**config.mk**
```make
export PLATFORM = sky130hd
export DESIGN_NAME = board_run_controller
export DESIGN_NICKNAME = d
export VERILOG_FILES = /design/src/rtl/board_run_controller.sv
export SDC_FILE = /design/constraint.sdc
export NUM_CORES = 1
export LEC_CHECK = 0
export ABC_CLOCK_PERIOD_IN_PS = 2000
export CAP_MARGIN = 25
export CORE_MARGIN = 4
export CORE_UTILIZATION = 36
export CTS_CLUSTER_SIZE = 40
export DETAILED_ROUTE_END_ITERATION = 8
export PLACE_DENSITY_LB_ADDON = 0.12
export SLEW_MARGIN = 20
export SYNTH_ARGS = -nofsm -noshare
export SYNTH_HDL_FRONTEND = slang
export SYNTH_SLANG_ARGS = --single-unit
```
**constraint.sdc**
```tcl
create_clock -name clk -period 2 [get_ports clk]
set_input_delay 0.4 -clock clk [delete_from_list [all_inputs] [get_ports clk]]
set_output_delay 0.4 -clock clk [all_outputs]
set_load 0.05 [all_outputs]
```
**src/rtl/board_run_controller.sv**
```systemverilog
// Board-level run/step/reset sequencer: debounces three raw buttons on a sample tick
// and drives the core clock-enable, core reset and status LEDs.
module board_run_controller #(
    parameter int CLK_HZ     = 100000000,
    parameter int SAMPLE_HZ  = 5000,
    parameter int DEPTH      = 16,
    parameter int RST_CYCLES = 8
) (
    input  logic clk,
    input  logic rst_n,
    input  logic btn_run,
    input  logic btn_step,
    input  logic btn_rst,
    output logic cpu_en,
    output logic cpu_rst,
    output logic running,
    output logic halted
);

    localparam int DIV      = CLK_HZ / SAMPLE_HZ;
    localparam int PW       = (DIV > 1) ? $clog2(DIV) : 1;
    localparam int CW       = (RST_CYCLES > 1) ? $clog2(RST_CYCLES) : 1;
    localparam int NB       = 3;
    localparam int BTN_RUN  = 0;
    localparam int BTN_STEP = 1;
    localparam int BTN_RST  = 2;

    typedef enum logic [1:0] {
        ST_HALT     = 2'd0,
        ST_RUN      = 2'd1,
        ST_STEP     = 2'd2,
        ST_CORE_RST = 2'd3
    } state_t;

    logic [PW-1:0] presc_reg;
    logic          tick;
    logic [NB-1:0] btn_raw;
    logic [NB-1:0] press;
    state_t        state_reg, state_next;
    logic [CW-1:0] cnt_reg, cnt_next;

    assign tick    = (presc_reg == PW'(DIV - 1));
    assign btn_raw = {btn_rst, btn_step, btn_run};

    always_ff @(posedge clk or negedge rst_n) begin
        if (!rst_n) begin
            presc_reg <= '0;
        end else if (tick) begin
            presc_reg <= '0;
        end else begin
            presc_reg <= presc_reg + 1'b1;
        end
    end

    // Per-button synchronizer, tick-sampled history with hysteresis, and rising-edge detect.
    generate
        for (genvar gi = 0; gi < NB; gi++) begin : g_btn
            logic             sync1_reg;
            logic             sync2_reg;
            logic [DEPTH-1:0] hist_reg;
            logic             level_reg;
            logic             level_dly_reg;

            always_ff @(posedge clk or negedge rst_n) begin
                if (!rst_n) begin
                    sync1_reg     <= 1'b0;
                    sync2_reg     <= 1'b0;
                    hist_reg      <= '0;
                    level_reg     <= 1'b0;
                    level_dly_reg <= 1'b0;
                end else begin
                    sync1_reg     <= btn_raw[gi];
                    sync2_reg     <= sync1_reg;
                    level_dly_reg <= level_reg;
                    if (tick) begin
                        hist_reg <= DEPTH'({hist_reg, sync2_reg});
                    end
                    if (&hist_reg) begin
                        level_reg <= 1'b1;
                    end else if (~|hist_reg) begin
                        level_reg <= 1'b0;
                    end
                end
            end

            assign press[gi] = level_reg & ~level_dly_reg;
        end
    endgenerate

    always_ff @(posedge clk or negedge rst_n) begin
        if (!rst_n) begin
            state_reg <= ST_HALT;
            cnt_reg   <= '0;
        end else begin
            state_reg <= state_next;
            cnt_reg   <= cnt_next;
        end
    end

    // Reset press wins over everything; run wins over step.
    always_comb begin
        state_next = state_reg;
        cnt_next   = cnt_reg;
        if (press[BTN_RST]) begin
            state_next = ST_CORE_RST;
            cnt_next   = CW'(RST_CYCLES - 1);
        end else begin
            case (state_reg)
                ST_HALT: begin
                    if (press[BTN_RUN]) begin
                        state_next = ST_RUN;
                    end else if (press[BTN_STEP]) begin
                        state_next = ST_STEP;
                    end
                end
                ST_RUN: begin
                    if (press[BTN_RUN]) begin
                        state_next = ST_HALT;
                    end
                end
                ST_STEP: begin
                    state_next = ST_HALT;
                end
                ST_CORE_RST: begin
                    if (cnt_reg == '0) begin
                        state_next = ST_HALT;
                    end else begin
                        cnt_next = cnt_reg - 1'b1;
                    end
                end
                default: begin
                    state_next = ST_HALT;
                end
            endcase
        end
    end

    always_comb begin
        cpu_en  = 1'b0;
        cpu_rst = 1'b0;
        running = 1'b0;
        halted  = 1'b0;
        case (state_reg)
            ST_HALT:     halted  = 1'b1;
            ST_RUN: begin
                cpu_en  = 1'b1;
                running = 1'b1;
            end
            ST_STEP:     cpu_en  = 1'b1;
            ST_CORE_RST: cpu_rst = 1'b1;
            default:     halted  = 1'b1;
        endcase
    end

endmodule

```
==> results list <==
- Summed over all cells, the static leakage comes to 1.92 nW.
- GRT Util Overall: 0.123
- 0 antenna diodes ended up in the layout.
* Setup violators final: 0
* Final hold viol count: 0
* Clock buffer count from CTS: 9
- Crit end category: register
* Wire length reported by the detailed router: 6.06 mm
- Total half-perimeter wirelength after legalization and detailed placement: 4.04 mm
- Area of the mapped netlist: 3420 um^2
- Relative contribution of the clock network to total power: 0.379
- From left edge to right edge, the die measures 105 um.
- Number of iterations in the first detailed-routing pass: 4
- Pin slew with the least headroom to its limit: 0.507 ns
- Timing would allow up to 578 MHz.
- Biggest area contributors in the synthesized netlist: dfrtp_1 59%, nand2_1 17%, buf_12 3.5%, nand4_1 3.3%, ha_1 2.2%
- Launching instance or port of the critical path: presc_reg[0]
* Count of mapped cells out of synthesis: 342
- The filler cells instantiated in the layout total 916.
- Final #Nets: 368
* Die height: 105 um
- Post-CTS Setup Bufs: 0
* # IOs: 9
- Antenna violations before repair: 0
* Run status: complete, no violations
- Counting I/O delays and the setup requirement, the final critical path takes 1.73 ns.
- For this block, the initial DRC count from the detailed router was 113.
- Area Overhead vs Synth: 10.2%
* Type of origin of the critical path: register
- Via count of the first global-routing pass: 2297
* Worst hold path type: register to register
* Net switching power: 615 uW
- Combinational power share: 0.018
* Worst voltage drop across the vdd grid: 0.000272 V
* Final worst path period share: 0.865
- Across the run, the number of max-cap violations was 0.
* Fraction of the yosys area taken by sequential cells: 0.586
* Clock network latency to the later pin of the worst-skew pair: 0.35 ns
* Synthesized area per cell: 9.99 um^2
- The share of total power dissipated in sequential elements is 0.604.
- Async set-or-reset flop fraction in the synthesized netlist: 1.00
* Type of the worst setup path: register to register
* CTS clk-pin slew, worst paths: 0.08 ns
- Clock root buffer: clkbuf_8
- The floorplan step defined a die boundary enclosing 11100 um^2.
* Most frequent standard cell in the layout excluding fill and tap cells: nand2_1
* Worst setup skew after layout: 0.0115 ns
- TritonCTS clock tree: built
* Data arrival time of the critical path: 2.02 ns
- The max-slew violation count came to 0.
- The clock passes through at most 2 buffers.
* Flop and latch count out of synthesis: 80
- Cell-internal power: 2.08 mW
* Most frequent cells in the layout: 152 x nand2_1, 80 x dfrtp_1, 18 x nand4_1, 12 x nor4_1, 9 x clkbuf_8
* Critical Path Fanout Max: 21
- Antenna-violating nets left: 0
- Placeable core area: 9240 um^2
- Total design power: 2.69 mW
- Leftover overflow at the end of global routing: 0
- The number of gates resized after CTS was 0.
* Global placement routability congestion: 0.740
* HP Start: g_btn[2].sync1_reg
- The most used flip-flop cell after synthesis is dfrtp_1.
- Setup repair after global routing missed its margin: false
- Switching part of the total: 0.229
- Required time reported for the critical path endpoint: 2.29 ns
- The register with the most flip-flops in the layout has 48 of them.
- Initial cell density of the core: 0.370
- Wire length of the first global-routing pass: 11.1 mm
- Relative slew margins: 0.660
- Of the cells placed in the final design, the portion with a size suffix greater than 1 is 0.0886.
- Mean number of vias per cell: 4.72
- In the final routed layout, each cell accounts on average for 12.4 um.
* Proportion of netlist area held by the largest area contributor: 0.586
* Largest area contributor in the synthesized netlist: dfrtp_1
- Non-filler instance count after layout: 490
* Unique masters post-synth: 34
- Post-synth EDFFs: 0
- Pwr Density: 715 nW/um^2
* Number of nets produced by synthesis: 353
- Remaining routing DRC violations: 0
* Via count: 2311
- The clock tree synthesis step divided the H-tree into 3 levels.
- Total negative slack: 0 ns
- Number of placement rows: 35
- The tree built by TritonCTS fans out to 80 sinks.
- Port buffering added 8 buffers.
* Maximum number of pins on one net before global-route repair: 33
- Yosys Warn Count: 0
- Number of cells in the design after placement: 474
- Startpoint of the worst-slack reg-to-reg timing path: presc_reg[0]
## cell families after synthesis
logic type | count (synthesis) | share of synthesized area
AO/OA/AOI/OAI | 16 | 0.0315
buffers and inverters | 17 | 0.0509
adder cells (fa/ha/maj) | 6 | 0.0220
AND/OR/NAND/NOR | 211 | 0.279
XOR/XNOR | 12 | 0.0308
flip-flops | 80 | 0.586
## layer usage
metal	track usage	vias up	wire length [um]
met3	0.0257	10	196
met4	0.0590	0	93
li1	-	1172	-
met2	0.175	30	2560
met1	0.179	1099	3210
met5	0	-	0
## final cells by class
type	instances	area, um^2	area share
clock buffer	9	124	0.0329
clock inverter	6	37.5	0.00997
inverter	5	18.8	0.00499
multi-input combinational	245	1240	0.329
sequential	80	2000	0.532
tap	129	161	0.0429
timing repair buffer	16	180	0.0479
## through the flow
step | hold WS (ns) | instance area, um^2 | setup WS (ns) | util
2_1_floorplan | 0.104 | 3420 | 0.432 | -
3_3_place_gp | 0.336 | 3590 | 0.320 | 0.389
3_5_place_dp | 0.340 | 3590 | 0.286 | 0.389
4_1_cts | 0.359 | 3760 | 0.254 | 0.407
5_1_grt | 0.364 | 3760 | 0.114 | 0.407
6_report | 0.354 | 3760 | 0.269 | 0.407
## path summary, 6_finish.rpt
| check | to | slack [ns] | cells past startpoint |
|---|---|---|---|
| max | g_btn[0].hist_reg[14] | 0.27 | 6 |
| min | g_btn[2].sync2_reg | 0.35 | 0 |
| max reg2reg | g_btn[0].hist_reg[14] | 0.27 | 6 |
| min reg2reg | g_btn[2].sync2_reg | 0.35 | 0 |
| max in group asynchronous | presc_reg[5] | 0.95 | 3 |
| min in group asynchronous | state_reg[0] | 0.50 | 2 |
## cell usage after synthesis (all sizes together), types with 2 or more instances
cell type / count
xnor2: 6
xor2: 6
nand2: 152
o41ai: 3
nor2b: 2
and4: 4
and3: 3
o21a: 2
buf: 9
nor2: 6
ha: 6
o21ai: 4
o211ai: 3
clkbuf: 3
nand2b: 2
inv: 5
nand3: 7
a21oi: 2
nand4: 19
dfrtp: 80
nor4: 13
## worst max-delay path, stage by stage, from the launching register on
cell,delay (ns)
dfrtp_1,0.39
ha_1,0.21
and4_1,0.34
and4_4,0.41
buf_12,0.19
nand2_1,0.06
nand2_1,0.07
## power by group through the flow
| stage | combinational [mW] | sequential (mW) | clock [mW] |
|---|---|---|---|
| after global routing | 0.0581 | 1.62 | 1.12 |
| after CTS | 0.0528 | 1.62 | 1.05 |
| after detailed placement | 0.0508 | 1.66 | 0 |
| after floorplan | 0.0000698 | 1.66 | 0 |
| final | 0.0484 | 1.62 | 1.02 |
| after global placement | 0.0507 | 1.66 | 0 |
## timing repair
action | CTS | global route
hold buffers | 1 | 0
endpoints found under the setup margin | 0 | 0
hold endpoints to repair | 21 | 0
Note: power is estimated with default switching activity, not from simulation.
